## src/rtl/decoder_pkg.sv

```systemverilog
// Shared types and encodings for the instruction decode stage.
// Instruction layout: [INST_W-1 -: 4] opcode, [INST_W-5:0] payload.
// Inside the payload: reg field at the top, data immediate at the bottom,
// and the whole payload is the address immediate.
package decoder_pkg;

    localparam int OPC_W      = 4;
    localparam int REG_ADDR_W = 4;

    localparam logic [OPC_W-1:0] OPCODE_NOP     = 4'h0;
    localparam logic [OPC_W-1:0] OPCODE_ALU_REG = 4'h1;
    localparam logic [OPC_W-1:0] OPCODE_ALU_IMM = 4'h2;
    localparam logic [OPC_W-1:0] OPCODE_SET     = 4'h3;
    localparam logic [OPC_W-1:0] OPCODE_LOAD    = 4'h4;
    localparam logic [OPC_W-1:0] OPCODE_STORE   = 4'h5;
    localparam logic [OPC_W-1:0] OPCODE_JUMP    = 4'h6;
    localparam logic [OPC_W-1:0] OPCODE_BRANCH  = 4'h7;
    localparam logic [OPC_W-1:0] OPCODE_PREFIX  = 4'hF;

    typedef enum logic [2:0] {
        ALU_ADD  = 3'd0,
        ALU_SUB  = 3'd1,
        ALU_AND  = 3'd2,
        ALU_OR   = 3'd3,
        ALU_XOR  = 3'd4,
        ALU_SHL  = 3'd5,
        ALU_SHR  = 3'd6,
        ALU_PASS = 3'd7
    } alu_fn_e;

    typedef enum logic [1:0] {
        BR_ALWAYS = 2'd0,
        BR_Z      = 2'd1,
        BR_NZ     = 2'd2,
        BR_C      = 2'd3
    } br_cond_e;

    typedef enum logic [0:0] {
        ST_NORMAL   = 1'b0,
        ST_PREFIXED = 1'b1
    } decode_state_e;

    typedef struct packed {
        logic                  reg_wr_en;
        logic                  mem_rd_en;
        logic                  mem_wr_en;
        logic                  jump_en;
        logic                  imm_sel;
        logic [REG_ADDR_W-1:0] reg_addr;
        alu_fn_e               alu_fn;
        br_cond_e              br_cond;
        logic                  pc_relative;
    } decoded_ctrl_t;

    localparam int CTRL_W = $bits(decoded_ctrl_t);

endpackage

```

## src/rtl/decode_skid_buffer.sv

```systemverilog
// Two-entry in-order buffer. Entry 0 is the head and drives the outputs
// straight from registers; in_ready is a register so it never depends
// combinationally on out_ready.
module decode_skid_buffer
    import decoder_pkg::*;
#(
    parameter int W = 8
) (
    input  logic         clk,
    input  logic         rst_n,
    input  logic         flush,
    input  logic         in_valid,
    output logic         in_ready,
    input  logic [W-1:0] in_data,
    output logic         out_valid,
    input  logic         out_ready,
    output logic [W-1:0] out_data,
    output logic         out_pop
);

    logic [W-1:0] r_ent0;
    logic [W-1:0] r_ent1;
    logic [1:0]   r_cnt;
    logic         r_ready;
    logic         r_valid;

    logic [W-1:0] w_ent0_nxt;
    logic [W-1:0] w_ent1_nxt;
    logic [1:0]   w_cnt_nxt;
    logic         w_push;
    logic         w_pop;

    assign w_push    = in_valid && r_ready && !flush;
    assign w_pop     = r_valid && out_ready;
    assign in_ready  = r_ready;
    assign out_valid = r_valid;
    assign out_data  = r_ent0;
    assign out_pop   = w_pop;

    // Next entry contents and occupancy for push, pop, both, or flush.
    always_comb begin
        w_ent0_nxt = r_ent0;
        w_ent1_nxt = r_ent1;
        w_cnt_nxt  = r_cnt;
        if (flush) begin
            w_cnt_nxt = 2'd0;
        end else begin
            case ({w_push, w_pop})
                2'b10: begin
                    if (r_cnt == 2'd0) begin
                        w_ent0_nxt = in_data;
                    end else begin
                        w_ent1_nxt = in_data;
                    end
                    w_cnt_nxt = r_cnt + 2'd1;
                end
                2'b01: begin
                    w_ent0_nxt = r_ent1;
                    w_cnt_nxt  = r_cnt - 2'd1;
                end
                2'b11: begin
                    // Occupancy unchanged; the older entry moves up first.
                    if (r_cnt == 2'd1) begin
                        w_ent0_nxt = in_data;
                    end else begin
                        w_ent0_nxt = r_ent1;
                        w_ent1_nxt = in_data;
                    end
                end
                default: begin
                    w_cnt_nxt = r_cnt;
                end
            endcase
        end
    end

    // Buffer storage, occupancy and registered handshake flags.
    always_ff @(posedge clk or negedge rst_n) begin
        if (!rst_n) begin
            r_ent0  <= '0;
            r_ent1  <= '0;
            r_cnt   <= 2'd0;
            r_ready <= 1'b0;
            r_valid <= 1'b0;
        end else begin
            r_ent0  <= w_ent0_nxt;
            r_ent1  <= w_ent1_nxt;
            r_cnt   <= w_cnt_nxt;
            r_ready <= (w_cnt_nxt < 2'd2);
            r_valid <= (w_cnt_nxt != 2'd0);
        end
    end

endmodule

```

## src/rtl/decode_stage.sv

```systemverilog
// Instruction decode stage: decodes accepted fetch words, handles the
// immediate-extension prefix, and queues results in a 2-entry skid buffer.
module decode_stage
    import decoder_pkg::*;
#(
    parameter int INST_W         = 16,
    parameter int DATA_W         = 8,
    parameter int I_ADDR_W       = 12,
    parameter int REG_ADDR_WIDTH = 4,
    parameter int EXT_DATA_W     = 16,
    parameter int CNT_W          = 16
) (
    input  logic                  clk,
    input  logic                  rst_n,
    input  logic                  fetch_valid,
    input  logic [INST_W-1:0]     fetch_instruction,
    output logic                  fetch_ready,
    input  logic                  flush,
    output logic                  dec_valid,
    input  logic                  dec_ready,
    output decoded_ctrl_t         dec_ctrl,
    output logic [EXT_DATA_W-1:0] dec_imm,
    output logic [I_ADDR_W-1:0]   dec_addr_imm,
    output logic                  dec_illegal,
    output logic [CNT_W-1:0]      decode_count
);

    localparam int PL_W  = INST_W - OPC_W;
    localparam int PAY_W = CTRL_W + EXT_DATA_W + I_ADDR_W + 1;

    decode_state_e        r_state;
    decode_state_e        w_state_nxt;
    logic [PL_W-1:0]      r_payload;
    logic [PL_W-1:0]      w_payload_nxt;
    logic [CNT_W-1:0]     r_decode_count;

    logic [OPC_W-1:0]      w_opcode;
    logic [PL_W-1:0]       w_field;
    logic [DATA_W-1:0]     w_data_imm;
    logic [REG_ADDR_W-1:0] w_reg;
    logic                  w_is_prefix;
    logic                  w_accept;
    logic                  w_push;
    logic                  w_fetch_ready;
    logic                  w_pop;

    decoded_ctrl_t         w_ctrl;
    logic                  w_illegal;
    logic [EXT_DATA_W-1:0] w_ext_imm;
    logic [I_ADDR_W-1:0]   w_addr_imm;
    logic [PAY_W-1:0]      w_in_data;
    logic [PAY_W-1:0]      w_head;

    assign w_opcode    = fetch_instruction[INST_W-1 -: OPC_W];
    assign w_field     = fetch_instruction[PL_W-1:0];
    assign w_data_imm  = fetch_instruction[DATA_W-1:0];
    assign w_reg       = REG_ADDR_W'(fetch_instruction[PL_W-1 -: REG_ADDR_WIDTH]);
    assign w_addr_imm  = I_ADDR_W'(w_field);
    assign w_is_prefix = (w_opcode == OPCODE_PREFIX);
    assign w_accept    = fetch_valid && w_fetch_ready && !flush;
    assign w_push      = w_accept && !w_is_prefix;

    // Opcode decode into the control bundle; unknown encodings are illegal
    // with every write, memory and jump enable held low.
    always_comb begin
        w_ctrl    = '0;
        w_illegal = 1'b0;
        case (w_opcode)
            OPCODE_NOP: begin
                w_ctrl = '0;
            end
            OPCODE_ALU_REG: begin
                if (fetch_instruction[3]) begin
                    w_illegal = 1'b1;
                end else begin
                    w_ctrl.reg_wr_en = 1'b1;
                    w_ctrl.reg_addr  = w_reg;
                    w_ctrl.alu_fn    = alu_fn_e'(fetch_instruction[2:0]);
                end
            end
            OPCODE_ALU_IMM: begin
                w_ctrl.reg_wr_en = 1'b1;
                w_ctrl.imm_sel   = 1'b1;
                w_ctrl.reg_addr  = w_reg;
                w_ctrl.alu_fn    = ALU_ADD;
            end
            OPCODE_SET: begin
                w_ctrl.reg_wr_en = 1'b1;
                w_ctrl.imm_sel   = 1'b1;
                w_ctrl.reg_addr  = w_reg;
                w_ctrl.alu_fn    = ALU_PASS;
            end
            OPCODE_LOAD: begin
                w_ctrl.reg_wr_en = 1'b1;
                w_ctrl.mem_rd_en = 1'b1;
                w_ctrl.imm_sel   = 1'b1;
                w_ctrl.reg_addr  = w_reg;
            end
            OPCODE_STORE: begin
                w_ctrl.mem_wr_en = 1'b1;
                w_ctrl.imm_sel   = 1'b1;
                w_ctrl.reg_addr  = w_reg;
            end
            OPCODE_JUMP: begin
                w_ctrl.jump_en = 1'b1;
            end
            OPCODE_BRANCH: begin
                w_ctrl.jump_en     = 1'b1;
                w_ctrl.pc_relative = 1'b1;
                w_ctrl.br_cond     = br_cond_e'(fetch_instruction[PL_W-1 -: 2]);
            end
            OPCODE_PREFIX: begin
                // Never pushed; consumed by the prefix state machine.
                w_ctrl = '0;
            end
            default: begin
                w_illegal = 1'b1;
            end
        endcase
    end

    // Data immediate: zero-extended, or topped with the stored prefix payload.
    always_comb begin
        if (r_state == ST_PREFIXED) begin
            w_ext_imm = (EXT_DATA_W'(r_payload) << DATA_W) | EXT_DATA_W'(w_data_imm);
        end else begin
            w_ext_imm = EXT_DATA_W'(w_data_imm);
        end
    end

    // Prefix FSM next state: a prefix (re)loads the payload, any other
    // accepted word consumes it, flush drops it.
    always_comb begin
        w_state_nxt   = r_state;
        w_payload_nxt = r_payload;
        if (flush) begin
            w_state_nxt   = ST_NORMAL;
            w_payload_nxt = '0;
        end else if (w_accept) begin
            case (r_state)
                ST_NORMAL, ST_PREFIXED: begin
                    if (w_is_prefix) begin
                        w_state_nxt   = ST_PREFIXED;
                        w_payload_nxt = w_field;
                    end else begin
                        w_state_nxt = ST_NORMAL;
                    end
                end
                default: begin
                    w_state_nxt = ST_NORMAL;
                end
            endcase
        end else begin
            w_state_nxt = r_state;
        end
    end

    // Prefix FSM state and payload registers.
    always_ff @(posedge clk or negedge rst_n) begin
        if (!rst_n) begin
            r_state   <= ST_NORMAL;
            r_payload <= '0;
        end else begin
            r_state   <= w_state_nxt;
            r_payload <= w_payload_nxt;
        end
    end

    assign w_in_data = {w_ctrl, w_ext_imm, w_addr_imm, w_illegal};

    decode_skid_buffer #(
        .W (PAY_W)
    ) u_skid (
        .clk       (clk),
        .rst_n     (rst_n),
        .flush     (flush),
        .in_valid  (w_push),
        .in_ready  (w_fetch_ready),
        .in_data   (w_in_data),
        .out_valid (dec_valid),
        .out_ready (dec_ready),
        .out_data  (w_head),
        .out_pop   (w_pop)
    );

    assign fetch_ready = w_fetch_ready;
    assign {dec_ctrl, dec_imm, dec_addr_imm, dec_illegal} = w_head;

    // Departure counter; wraps naturally and ignores flush.
    always_ff @(posedge clk or negedge rst_n) begin
        if (!rst_n) begin
            r_decode_count <= '0;
        end else if (w_pop) begin
            r_decode_count <= r_decode_count + CNT_W'(1'b1);
        end else begin
            r_decode_count <= r_decode_count;
        end
    end

    assign decode_count = r_decode_count;

endmodule

```

## config.mk

```make
export PLATFORM = sky130hd
export DESIGN_NAME = decode_stage
export DESIGN_NICKNAME = d
export VERILOG_FILES = /design/src/rtl/decoder_pkg.sv /design/src/rtl/decode_skid_buffer.sv /design/src/rtl/decode_stage.sv
export SDC_FILE = /design/constraint.sdc
export NUM_CORES = 1
export LEC_CHECK = 0
export BUFFER_PORTS_ARGS = -buffer_cell sky130_fd_sc_hd__buf_2
export CAP_MARGIN = 30
export CORE_UTILIZATION = 62
export DETAILED_ROUTE_END_ITERATION = 6
export PLACE_DENSITY = 0.85
export SLEW_MARGIN = 30
export SYNTH_ARGS = -nofsm -noshare
export SYNTH_HDL_FRONTEND = slang
export SYNTH_HIERARCHICAL = 1
export SYNTH_SLANG_ARGS = --single-unit
export TNS_END_PERCENT = 30
```

## constraint.sdc

```tcl
create_clock -name clk -period 4.45 [get_ports clk]
set_input_delay 0.2225 -clock clk [delete_from_list [all_inputs] [get_ports clk]]
set_output_delay 0.2225 -clock clk [all_outputs]
set_load 0.02 [all_outputs]
```

== Word-level counts from Yosys, hierarchy flattened ==
Cells that the tools add are included.

* Register bits: 117
* Latch bits: 0
* Bits in writable memories: 0
* Bits in read-only memories: 0
* Input port bits: 21
* Word-level logic and storage cells: 78
* Memories kept: 0

* Add/sub/neg operators: 3
* Multiply operators: 0
* Divide/modulo/power cells: 0
* $lt $le $gt $ge: 1
* Equal/unequal tests: 15
* Shifts and indexed selects: 0
* Multiplexer cells: 27
* Bitwise gates (word level): 2
* Reductions and logical operators: 22

{| class="wikitable"
|+ Operators by type and width
! kind !! count
|-
| $mux 44 || 4
|-
| $pmux 44 s3 || 1
|-
| $pmux 44 s2 || 1
|-
| $mux 8 || 3
|-
| $add 16x1->16 const B || 1
|-
| $eq 4x3->1 const B || 4
|-
| $mux 16 || 1
|-
| $or 16x8->16 || 1
|-
| $mux 1 || 9
|-
| $eq 4x2->1 const B || 2
|-
| $pmux 4 s2 || 1
|-
| $reduce_bool 2->1 || 4
|-
| $reduce_or 8->1 || 1
|-
| $mux 7 || 1
|-
| $logic_and 1x1->1 || 6
|-
| $pmux 3 s2 || 1
|-
| $eq 2x1->1 const B || 2
|-
| $eq 2x2->1 const B || 2
|-
| $eq 4x1->1 const B || 1
|-
| $eq 4x4->1 const B || 1
|-
| $logic_not 4->1 || 1
|-
| $ne 2x2->1 const B || 2
|-
| $pmux 1 s2 || 2
|-
| $pmux 2 s2 || 1
|-
| 16 further kinds || 17
|}

== Longest topological paths before layout ==
Gate-level depths: netlist of run 1.

* Word-level depth: 9
* Depth in mapped cells: 13
* Gate-level depth less buffers: 8

== Cells and area by module ==
Netlist of run 1, hierarchy kept.

{| class="wikitable"
|+ By module, submodules not included
! module !! times used !! cells an instance !! area each (um^2)
|-
| decode_skid_buffer || 1 || 390 || 4520.6
|-
| decode_stage || 1 || 150 || 1355.0
|}

== Worst setup path before layout of run 1 ==
Ideal clock, no wire load.

* Path type: register to register
* Start: register u_skid.r_valid (netlist: u_skid/out_valid)
* End: register u_skid.r_ent1[0]
* Library setup time: 0.125 ns
* Arrival: 2.736 ns
* Required time: 4.325 ns
* Slack: 1.589 ns
* Cell stages (with the launch flop): 12
* Path buffers: 5
* Clock period less this slack: 2.861 ns
* Path through: dfrtp_1 clkbuf_1 nand2_1 clkbuf_1 inv_1 ha_1 and2_4 buf_6 a2111o_1 buf_6 buf_12 mux2_4

* Cells in the longest elaborated chain, start to end: 4
* Elaborated cells between the ends (all ways): 8

{| class="wikitable"
|+ RTL lines
! element !! RTL line !! RTL
|-
| start: declaration || decode_skid_buffer.sv:25 || <nowiki>logic r_valid;</nowiki>
|-
| start signal: assignment || decode_skid_buffer.sv:90 || <nowiki>r_valid <= (w_cnt_nxt != 2'd0);</nowiki>
|-
| $logic_and 1x1->1 (*) || decode_skid_buffer.sv:34 || <nowiki>assign w_pop = r_valid && out_ready;</nowiki>
|-
| via w_pop || decode_stage.sv:45 || <nowiki>logic w_pop;</nowiki>
|-
| $eq 2x2->1 || decode_skid_buffer.sv:48 || <nowiki>case ({w_push, w_pop})</nowiki>
|-
| $ne 2x2->1 (no source line) / $reduce_bool 2->1 (equally long branches) || - ||
|-
| $reduce_and 4->1 (no source line) || - ||
|-
| end signal: assignment || decode_skid_buffer.sv:87 || <nowiki>r_ent1 <= w_ent1_nxt;</nowiki>
|-
| end: declaration || decode_skid_buffer.sv:22 || <nowiki>logic [W-1:0] r_ent1;</nowiki>
|}

The timed path passes the listed nets; every way through them passes the cells marked *.
A chain may end at the register's enable or synchronous reset.

== Final worst setup path of run 1 ==
* Start: register u_skid.r_valid (netlist: u_skid/out_valid)
* End: register u_skid.r_ent1[7]

Same word-level chain as after synthesis.

==> qor.yml, run 1 <==
critical_path:
  worst_setup_path_start_kind: "register"
  reg2reg_to: "u_skid/r_ent1[7]$_DFFE_PN0P_"
  crit_path_max_incr_delay_ns: 0.71
  cp-startpoint: "u_skid/out_valid$_DFF_PN0_"
  required_ns: 4.85
  rrSetupSlack_ns: 1.16
  cp.depth: 8
  r2r.worst_path.cells: 8
  critical-path-slowest-cell: "sky130_fd_sc_hd__a2111o_2"
  worst_r2r_startpoint: "u_skid/out_valid$_DFF_PN0_"
  critical_path.n_buffers_inverters: 3
  critical_path.top_delay_family: "buffers and inverters"
  critPathArrivalTime_ns: 3.69
  critical-path-top-cell-by-count: "sky130_fd_sc_hd__buf_4"
  worstPathCellList: "nand2_1 -> buf_4 -> inv_1 -> ha_1 -> and2_4 -> a2111o_2 -> buf_4 -> mux2_4"
  critPathMaxFanout: 47
  crit_type: "reg2reg"
  end_kind: "register"
  critPathCapture: "u_skid/r_ent1[7]$_DFFE_PN0P_"
clock_network:
  htree_num_levels: 4
  numClockSinks: 117
  cts_tree: "yes"
  worst_setup_hold_path_clk_slew_ns: 0.06
  tritoncts.num_buffers: 17
  root_buffer: "sky130_fd_sc_hd__clkbuf_8"
  max-clock-path-buffers: 2
  cts_setup_buffers: 0
  worst_skew_pair.late_latency_ns: 0.52
routing:
  routed-via-count: 4921
  postRouteAntennaNets: 0
  drc_marker_count_from_the_first_detailed_route_iteration: 505
  detail_route.first_pass.iterations: 5
  detail_route.wl_per_cell_um: 21.2
  post_drt_via_cell_ratio: 6.81
  drc_violation_count_after_routing: 0
  drt_wl_total_um: 15300
synthesis:
  ys_ff_latch: 117
  synth_edf_count: 0
  synth_flop_cell: "sky130_fd_sc_hd__dfrtp_1"
  postSynthAreaPerCell_sq_um: 10.9
  netlist_area_sq_um: 5880
  synth_warnings: 6
  syn_inst: 540
  yosys.cell_types.count: 35
  mappedNetlistNets: 568
  synth_sequential_area_ratio: 0.498
  synth-async-reset-ratio: 1.00
finish:
  final_layout_size_suffix_gt1_frac: 0.283
  diodes: 0
  design.final.nets: 627
  synth_to_layout_area_growth_pct: 16.1
sta:
  worst_slew_pin_slew_ns: 0.965
  final-setup-viol-count: 0
  slew_headroom: 0.354
  max_freq_mhz: 304
  timing.clock.skew_ns: 0.00666
  timing_max_transition_violations_final: 0
  fin_setup_tns_ns: 0
  fin_crit_ns: 3.29
  period_share: 0.740
  final_hold_viol_count: 0
  rsz_0062_raised_after_global_routing: "no"
status:
  outcome: "complete, no violations"
die:
  die-area_sq_um: 9870
  die_width_um: 99.4
  effective_utilization_at_floorplan: 0.639
  die_height_um: 99.4
  fp-row-count: 35
  core_sq_um: 9200
  pin_count: 83
global_routing:
  initial_antenna_violation_count: 0
  grt.met2_usage: 0.518
  grt_start_max_net_pins: 69
  groute.layer.met1.usage: 0.438
  grt_pass1_wl_um: 24800
  globalRoute.busiestLayer: "met2"
  gr-total-overflow: 0
  globalRouteMet3Util: 0.0794
  first_global_vias: 4784
  all_layer_global_routing_usage: 0.330
pwr:
  power.clock.fraction: 0.330
  power.density_cell_area_nw_per_um2: 590
  fin_total_pwr_mw: 4.02
  power_report.internal_total_mw: 2.68
  share_comb_of_total_power: 0.273
  power.sequential.fraction: 0.397
  vdd_drop_max_mv: 0.297
  switch_share: 0.333
  power.switching_mw: 1.34
  power.leakage_nw: 3.14
hold_path:
  hold_class: "in2reg"
placed_design:
  placement.io_buffers: 82
  hpwl_um: 9110
  gp_congestion: 0.888
flow_run:
  cap_viol_max_count: 0
-- area by class of cell --
cell class                 count  area [sq um]
clock inverter                10           130
timing repair buffer          95           522
multi-input combinational    356          2620
sequential                   117          2930
fill                         576          2370
tap                          111           139
clock buffer                  22           443
inverter                      12          45.0
-- worst reg2reg max path: cells and delay by family (launching register included) --
kind	cells	cell delay, ns
AO/OA/AOI/OAI	1	0.71
multiplexers	1	0.37
buffers and inverters	3	1.08
AND/OR/NAND/NOR	2	0.37
adder cells (fa/ha/maj)	1	0.29
flip-flops	1	0.37
-- logic make-up after synthesis --
group,share of synthesized area
AO/OA/AOI/OAI,0.217
buffers and inverters,0.0577
multiplexers,0.114
XOR/XNOR,0.0238
adder cells (fa/ha/maj),0.0149
flip-flops,0.498
AND/OR/NAND/NOR,0.0745
-- cell usage in the layout (no fill, tap or decap), drive strengths merged, types with 7 or more instances in the layout --
cell type and instances:
o21ai 56, clkbuf 22, nor2 15, nand2 16
and2 13, nand4 7, nand3 9, o2111ai 44
xor2 11, buf 92, a21oi 59, ha 7
dfrtp 117, mux2 46, inv 12, a31oi 46
-- state kept, by name, indices dropped and copies added (netlist names) --
signal,cells
u_skid/r_ent1,44
r_state,1
decode_count,16
u_skid/in_ready,1
u_skid/out_data,44
u_skid/out_valid,1
u_skid/r_cnt,2
r_payload,8
-- Yosys cell counts (all sizes together), types with 5 or more instances --
cell type / instances / area (sq um)
inv: 12 / 45.0
nand4: 7 / 73.8
buf: 15 / 144
o21ai: 56 / 280
mux2: 46 / 668
o2111ai: 44 / 385
xnor2: 5 / 43.8
nor3: 5 / 25.0
nor2: 15 / 56.3
dfrtp: 117 / 2930
nor4: 5 / 31.3
clkbuf: 40 / 150
a31oi: 46 / 288
nand2: 16 / 60.1
xor2: 11 / 96.3
nand3: 9 / 45.0
a21oi: 59 / 295
ha: 7 / 87.6
and2: 13 / 83.8
-- through the flow --
step / cell area, sq um / setup slack, ns / instances / utilization / hold WS, ns
detailed placement: 6210 / 1.10 / 688 / 0.676 / 0.387
global placement: 6210 / 1.19 / 688 / 0.676 / 0.382
CTS: 6820 / 1.22 / 723 / 0.741 / 0.00139
global route: 6820 / 0.922 / 723 / 0.742 / 0.0160
floorplan: 5880 / 1.59 / 540 / - / -0.0731
finish: 6820 / 1.16 / 723 / 0.742 / 0.0252
-- worst min-delay path by stage --
stage                                startpoint                         endpoint  slack, ns  cells past startpoint
after floorplan                           rst_n      decode_count[0]$_DFFE_PN0P_      -0.07                      0
after global placement                    rst_n   u_skid/out_data[8]$_DFFE_PN0P_       0.38                      1
after detailed placement                  rst_n  u_skid/out_data[10]$_DFFE_PN0P_       0.39                      1
after CTS                  fetch_instruction[0]         r_payload[0]$_DFFE_PN0P_      0.001                      3
after global routing      fetch_instruction[10]    u_skid/r_ent1[11]$_DFFE_PN0P_       0.02                      2
final                      fetch_instruction[0]         r_payload[0]$_DFFE_PN0P_       0.03                      3
-- repair_timing --
item                                    CTS  global route
hold buffers                              3             0
endpoints found under the setup margin    0             0
gates resized for setup                   0             0
endpoints found under the hold margin    69             0
-- power by group through the flow --
| stage | clock network [mW] | registers, mW | logic [mW] |
|---|---|---|---|
| after detailed placement | 0 | 1.60 | 1.09 |
| final | 1.33 | 1.60 | 1.10 |
| after global routing | 1.38 | 1.62 | 1.18 |
| after CTS | 1.34 | 1.59 | 1.10 |
| after global placement | 0 | 1.58 | 1.05 |
| after floorplan | 0 | 1.83 | 0.460 |
-- routing by layer --
| metal | routed length [um] | vias to the layer above |
|---|---|---|
| li1 | - | 2148 |
| met2 | 7420 | 290 |
| met3 | 1270 | 46 |
| met5 | 0 | - |
| met4 | 467 | 0 |
| met1 | 6160 | 2437 |
Power figures use the tool's default switching activity.
==> run 2, diff against run 1 <==
Settings changed: CORE_UTILIZATION 62 to 58, PLACE_DENSITY 0.85 to 0.81.
Clock period 4.45 ns to 3.1 ns, I/O delays scaled along.
==> qor.yml, run 2 (same netlist as run 1, synthesis figures left out) <==
sta:
  final-setup-viol-count: 0  # unchanged
  worst_slew_pin_slew_ns: 0.951  # was 0.965 ns
  period_share: 0.850  # was 0.740
  fin_crit_ns: 2.63  # was 3.29 ns
  timing_max_transition_violations_final: 0  # unchanged
  slew_headroom: 0.366  # was 0.354
  max_freq_mhz: 380  # was 304 MHz
  timing.clock.skew_ns: 0.00882  # was 0.00666 ns
  rsz_0062_raised_after_global_routing: "no"  # unchanged
  final_hold_viol_count: 0  # unchanged
  fin_setup_tns_ns: 0  # unchanged
critical_path:
  rrSetupSlack_ns: 0.47  # was 1.16 ns
  worstPathCellList: "nand2_1 -> nor3_1 -> nand3_1 -> ha_1 -> buf_4 -> o2111ai_1 -> a31oi_1"  # was nand2_1 -> buf_4 -> inv_1 -> ha_1 -> and2_4 -> a2111o_2 -> buf_4 -> mux2_4
  crit_path_max_incr_delay_ns: 0.80  # was 0.71 ns
  critical_path.top_delay_family: "adder cells"  # was buffers and inverters
  cp-startpoint: "u_skid/in_ready$_DFF_PN0_"  # was u_skid/out_valid$_DFF_PN0_
  critPathArrivalTime_ns: 3.07  # was 3.69 ns
  critical-path-slowest-cell: "sky130_fd_sc_hd__ha_1"  # was sky130_fd_sc_hd__a2111o_2
  critPathMaxFanout: 24  # was 47
  crit_type: "reg2reg"  # unchanged
  worst_setup_path_start_kind: "register"  # unchanged
  critical_path.n_buffers_inverters: 1  # was 3
  end_kind: "register"  # unchanged
  worst_r2r_startpoint: "u_skid/in_ready$_DFF_PN0_"  # was u_skid/out_valid$_DFF_PN0_
  required_ns: 3.53  # was 4.85 ns
clock_network:
  worst_setup_hold_path_clk_slew_ns: 0.06  # about the same
  numClockSinks: 117  # unchanged
  htree_num_levels: 4  # unchanged
  post_cts_hold_buffer_count: 16  # was 3
  root_buffer: "sky130_fd_sc_hd__clkbuf_8"  # unchanged
  cts_setup_buffers: 0  # unchanged
  cts_tree: "yes"  # unchanged
  tritoncts.num_buffers: 17  # unchanged
  worst_skew_pair.late_latency_ns: 0.52  # about the same
  max-clock-path-buffers: 2  # unchanged
  cts-resized-gates: 0  # unchanged
finish:
  most-common-layout-cells: "117 x sky130_fd_sc_hd__dfrtp_1, 81 x sky130_fd_sc_hd__buf_2, 59 x sky130_fd_sc_hd__a21oi_1, 56 x sky130_fd_sc_hd__o21ai_0, 46 x sky130_fd_sc_hd__a31oi_1"  # unchanged
  area_of_the_multi_input_gates_sq_um: 2620  # unchanged
  synth_to_layout_area_growth_pct: 18.8  # was 16.1%
  post_layout_nonfiller_instances: 760  # was 723
  finalCoreUtilization: 0.714  # was 0.742
  fillCellCount: 692  # was 576
  final_common_cell: "sky130_fd_sc_hd__dfrtp_1"  # unchanged
  final-seq-area_sq_um: 2930  # unchanged
  diodes: 0  # unchanged
  final_layout_size_suffix_gt1_frac: 0.282  # was 0.283
  design.final.nets: 646  # was 627
routing:
  postRouteAntennaNets: 0  # unchanged
  drc_violation_count_after_routing: 0  # unchanged
  routed-via-count: 4987  # was 4921
  post_drt_via_cell_ratio: 6.56  # was 6.81
  detail_route.wl_per_cell_um: 20.4  # was 21.2 um
  drt_wl_total_um: 15500  # was 15300 um
  detail_route.first_pass.iterations: 6  # was 5
  drc_marker_count_from_the_first_detailed_route_iteration: 368  # was 505
placed_design:
  gp_congestion: 0.898  # was 0.888
  placement.io_buffers: 82  # unchanged
  placedCellCount: 716  # was 688
  hpwl_um: 9190  # was 9110 um
global_routing:
  all_layer_global_routing_usage: 0.315  # was 0.330
  grt_start_max_net_pins: 62  # was 69
  gr-total-overflow: 0  # unchanged
  first_global_vias: 4877  # was 4784
  grt_pass1_wl_um: 24600  # was 24800 um
  initial_antenna_violation_count: 0  # unchanged
die:
  pin_count: 83  # unchanged
  die_height_um: 103  # was 99.4 um
  core_sq_um: 9770  # was 9200 sq um
  effective_utilization_at_floorplan: 0.601  # was 0.639
  die_width_um: 103  # was 99.4 um
  die-area_sq_um: 10500  # was 9870 sq um
  fp-row-count: 36  # was 35
flow_run:
  cap_viol_max_count: 0  # unchanged
hold_path:
  hold_class: "in2reg"  # unchanged
  holdCritStartpoint: "fetch_instruction[15]"  # was fetch_instruction[0]
pwr:
  power.density_cell_area_nw_per_um2: 804  # was 590 nW/um^2
  power.leakage_nw: 3.22  # was 3.14 nW
  fin_total_pwr_mw: 5.61  # was 4.02 mW
  vdd_drop_max_mv: 0.488  # was 0.297 mV
status:
  outcome: "complete, no violations"  # unchanged
## run 2: changes by cell type in the layout (fill, tap and decap cells not counted)
cell,previous run,this run
sky130_fd_sc_hd__clkbuf_8,2,4
sky130_fd_sc_hd__buf_12,0,1
sky130_fd_sc_hd__buf_6,1,0
sky130_fd_sc_hd__dlygate4sd3_1,3,16
sky130_fd_sc_hd__clkbuf_1,4,2
sky130_fd_sc_hd__clkinvlp_4,2,0
sky130_fd_sc_hd__buf_4,10,16
sky130_fd_sc_hd__bufinv_16,3,1
## run 2: metrics by stage
step	hold slack, ns	setup slack, ns	instance area, sq um
3_5_place_dp	0.267	0.378	6300
3_3_place_gp	0.255	0.479	6300
6_report	0.128	0.466	6980
2_1_floorplan	-0.141	0.239	5880
5_1_grt	0.130	0.297	6980
4_1_cts	0.0900	0.547	6980
## run 2: power by group
part / leakage [nW] / internal [mW] / switching [mW]
clock: 0.262 / 1.10 / 0.641
sequential: 1.47 / 1.99 / 0.299
combinational: 1.49 / 0.641 / 0.945
total: 3.22 / 3.73 / 1.89
## run 2: final timing paths
path	to	cells past startpoint
worst min-delay path	u_skid/out_data[43]$_DFFE_PN0P_	4
min in group asynchronous	u_skid/r_ent1[21]$_DFFE_PN0P_	2
worst min register to register	decode_count[15]$_DFFE_PN0P_	1
worst max-delay path	u_skid/out_data[12]$_DFFE_PN0P_	7
max in group asynchronous	u_skid/r_ent1[30]$_DFFE_PN0P_	3
worst max register to register	u_skid/out_data[12]$_DFFE_PN0P_	7
## run 2: cell type report
class,instances,area share
clock inverters,6,0.00789
multi-input cells,356,0.375
flip-flops and latches,117,0.420
well taps,133,0.0238
clock buffers,22,0.0663
repair buffers,114,0.101
inverters,12,0.00646
## run 2: worst reg2reg max path: cells and delay by family, from the launching register on
family	cells	cell delay [ns]
adder cells (fa/ha/maj)	1	0.80
AND/OR/NAND/NOR	3	0.47
buffers and inverters	1	0.44
AO/OA/AOI/OAI	2	0.42
flip-flops	1	0.42
## run 2: metal layers
metal / part of all wire / GRT usage / vias up
li1: - / - / 2190
met1: 0.40 / 0.412 / 2430
met2: 0.47 / 0.479 / 302
met3: 0.083 / 0.0739 / 65
met4: 0.043 / 0.193 / 0
met5: 0 / 0 / -
==> run 3, diff against run 2 <==
Clock period 3.1 ns to 2.45 ns, I/O delays scaled along.
==> qor.yml, run 3 (same netlist as run 1, synthesis figures left out) <==
finish:
  final_common_cell: "sky130_fd_sc_hd__dfrtp_1"  # unchanged
  final_layout_size_suffix_gt1_frac: 0.309  # was 0.282
  design.final.nets: 656  # was 646
  fillCellCount: 641  # was 692
  synth_to_layout_area_growth_pct: 23.0  # was 18.8%
  most-common-layout-cells: "116 x sky130_fd_sc_hd__dfrtp_1, 81 x sky130_fd_sc_hd__buf_2, 59 x sky130_fd_sc_hd__a21oi_1, 56 x sky130_fd_sc_hd__o21ai_0, 46 x sky130_fd_sc_hd__a31oi_1"  # was 117 x sky130_fd_sc_hd__dfrtp_1, 81 x sky130_fd_sc_hd__buf_2, 59 x sky130_fd_sc_hd__a21oi_1, 56 x sky130_fd_sc_hd__o21ai_0, 46 x sky130_fd_sc_hd__a31oi_1
  diodes: 0  # unchanged
clock_network:
  htree_num_levels: 4  # unchanged
  max-clock-path-buffers: 2  # unchanged
  cts_tree: "yes"  # unchanged
  numClockSinks: 117  # unchanged
  worst_setup_hold_path_clk_slew_ns: 0.06  # about the same
  root_buffer: "sky130_fd_sc_hd__clkbuf_8"  # unchanged
  tritoncts.num_buffers: 17  # unchanged
  cts_setup_buffers: 0  # unchanged
  worst_skew_pair.late_latency_ns: 0.52  # about the same
global_routing:
  initial_antenna_violation_count: 0  # unchanged
  grt_start_max_net_pins: 46  # was 62
  gr-total-overflow: 0  # unchanged
  grt_pass1_wl_um: 26200  # was 24600 um
  first_global_vias: 5104  # was 4877
  all_layer_global_routing_usage: 0.334  # was 0.315
critical_path:
  critPathArrivalTime_ns: 2.72  # was 3.07 ns
  worstPathCellList: "nand2_1 -> nor3_1 -> nand3_1 -> inv_1 -> ha_2 -> nor2_1 -> a2111o_2 -> buf_4 -> mux2_4"  # was nand2_1 -> nor3_1 -> nand3_1 -> ha_1 -> buf_4 -> o2111ai_1 -> a31oi_1
  worst_setup_path_start_kind: "register"  # unchanged
  end_kind: "register"  # unchanged
  critical-path-slowest-cell: "sky130_fd_sc_hd__a2111o_2"  # was sky130_fd_sc_hd__ha_1
  crit_path_max_incr_delay_ns: 0.49  # was 0.80 ns
  rrSetupSlack_ns: 0.13  # was 0.47 ns
  critical_path.n_buffers_inverters: 2  # was 1
  critPathMaxFanout: 14  # was 24
  required_ns: 2.85  # was 3.53 ns
  critical_path.top_delay_family: "compound AO/OA/AOI/OAI gates"  # was adder cells
  crit_type: "reg2reg"  # unchanged
routing:
  post_drt_via_cell_ratio: 6.56  # about the same
  drt_wl_total_um: 16100  # was 15500 um
  drc_violation_count_after_routing: 0  # unchanged
  detailroute.wirelength.met3_um: 1230  # was 1280 um
  detail_route.wl_per_cell_um: 20.8  # was 20.4 um
  dr_wl_met2_um: 7950  # was 7380 um
  met1Wirelength_um: 6370  # was 6210 um
  drc_marker_count_from_the_first_detailed_route_iteration: 413  # was 368
  maxUsedRoutingLayer: "met4"  # unchanged
  postRouteAntennaNets: 0  # unchanged
  detail_route.first_pass.iterations: 7  # was 6
  routed-via-count: 5077  # was 4987
pwr:
  power.clock.fraction: 0.363  # was 0.310
  share_comb_of_total_power: 0.263  # was 0.283
  power_report.internal_total_mw: 5.30  # was 3.73 mW
  switch_share: 0.319  # was 0.336
  power.sequential.fraction: 0.374  # was 0.407
  vdd_drop_max_mv: 0.556  # was 0.488 mV
  fin_total_pwr_mw: 7.79  # was 5.61 mW
  power.switching_mw: 2.49  # was 1.89 mW
  power.density_cell_area_nw_per_um2: 1080  # was 804 nW/um^2
  power.leakage_nw: 3.34  # was 3.22 nW
die:
  die-area_sq_um: 10500  # unchanged
  effective_utilization_at_floorplan: 0.601  # unchanged
  pin_count: 83  # unchanged
  die_height_um: 103  # unchanged
  fp-row-count: 36  # unchanged
  die_width_um: 103  # unchanged
  core_sq_um: 9770  # unchanged
sta:
  period_share: 0.947  # was 0.850
  final-setup-viol-count: 0  # unchanged
  fin_setup_tns_ns: 0  # unchanged
  rsz_0062_raised_after_global_routing: "no"  # unchanged
  worst_slew_pin_slew_ns: 0.646  # was 0.951 ns
  slew_headroom: 0.568  # was 0.366
  timing_max_transition_violations_final: 0  # unchanged
  timing.clock.skew_ns: 0.00530  # was 0.00882 ns
  max_freq_mhz: 431  # was 380 MHz
  fin_crit_ns: 2.32  # was 2.63 ns
  final_hold_viol_count: 0  # unchanged
hold_path:
  hold_class: "in2reg"  # unchanged
placed_design:
  placement.io_buffers: 82  # unchanged
  hpwl_um: 9650  # was 9190 um
  gp_congestion: 0.842  # was 0.898
flow_run:
  cap_viol_max_count: 0  # unchanged
status:
  outcome: "complete, no violations"  # unchanged
==> run 3: power by group through the flow <==
stage	Clock, mW	Combinational (mW)	Sequential, mW
finish	2.83	2.05	2.91
global route	2.93	2.21	2.97
CTS	2.85	2.03	2.89
detailed placement	0	2.00	2.90
global placement	0	1.94	2.88
floorplan	0	0.847	3.33
==> run 3: timing repair <==
item / CTS / global route
hold buffers: 14 / 0
resized for setup: 0 / 1
setup endpoints to repair: 0 / 26
endpoints found under the hold margin: 88 / 0
==> run 3: worst min-delay path: cells and delay by family <==
family                    cells  cell delay, ns
buffers and inverters         2            0.28
xor gates and xnor gates      1            0.09
and+or+nand+nor               1            0.07
==> run 3: worst paths after layout <==
kind / startpoint / endpoint / cells after the start
setup / recovery: u_skid/in_ready$_DFF_PN0_ / u_skid/r_ent1[19]$_DFFE_PN0P_ / 9
hold / removal: dec_ready / decode_count[0]$_DFFE_PN0P_ / 4
setup reg to reg: u_skid/in_ready$_DFF_PN0_ / u_skid/r_ent1[19]$_DFFE_PN0P_ / 9
hold reg to reg: decode_count[15]$_DFFE_PN0P_ / decode_count[15]$_DFFE_PN0P_ / 1
max in group asynchronous: rst_n / decode_count[4]$_DFFE_PN0P_ / 3
min in group asynchronous: rst_n / u_skid/out_data[17]$_DFFE_PN0P_ / 2
==> run 3: cell type report <==
cell class	count	area [sq um]	area share
clock inverters	9	195	0.0270
multi-input cells	356	2630	0.364
inverters	12	45.0	0.00623
well taps	133	166	0.0230
repair buffers	124	788	0.109
clock buffers	23	477	0.0660
flip-flops and latches	117	2930	0.405
==> run 3: layer usage <==
layer	up-vias	global-route usage
met5	-	0
met4	0	0.181
met3	60	0.0766
met2	301	0.528
met1	2515	0.429
li1	2201	-
==> run 3: per-stage QoR <==
step | hold WS (ns) | cell area [sq um] | setup slack [ns] | util | instances
final | 0.0944 | 7230 | 0.131 | 0.740 | 774
after global routing | 0.119 | 7230 | 0.0122 | 0.740 | 774
after CTS | 0.0701 | 7230 | 0.131 | 0.739 | 774
after detailed placement | 0.146 | 6410 | 0.0576 | 0.656 | 728
after global placement | 0.142 | 6410 | 0.162 | 0.656 | 728
after floorplan | -0.173 | 5910 | 0.0247 | - | 540
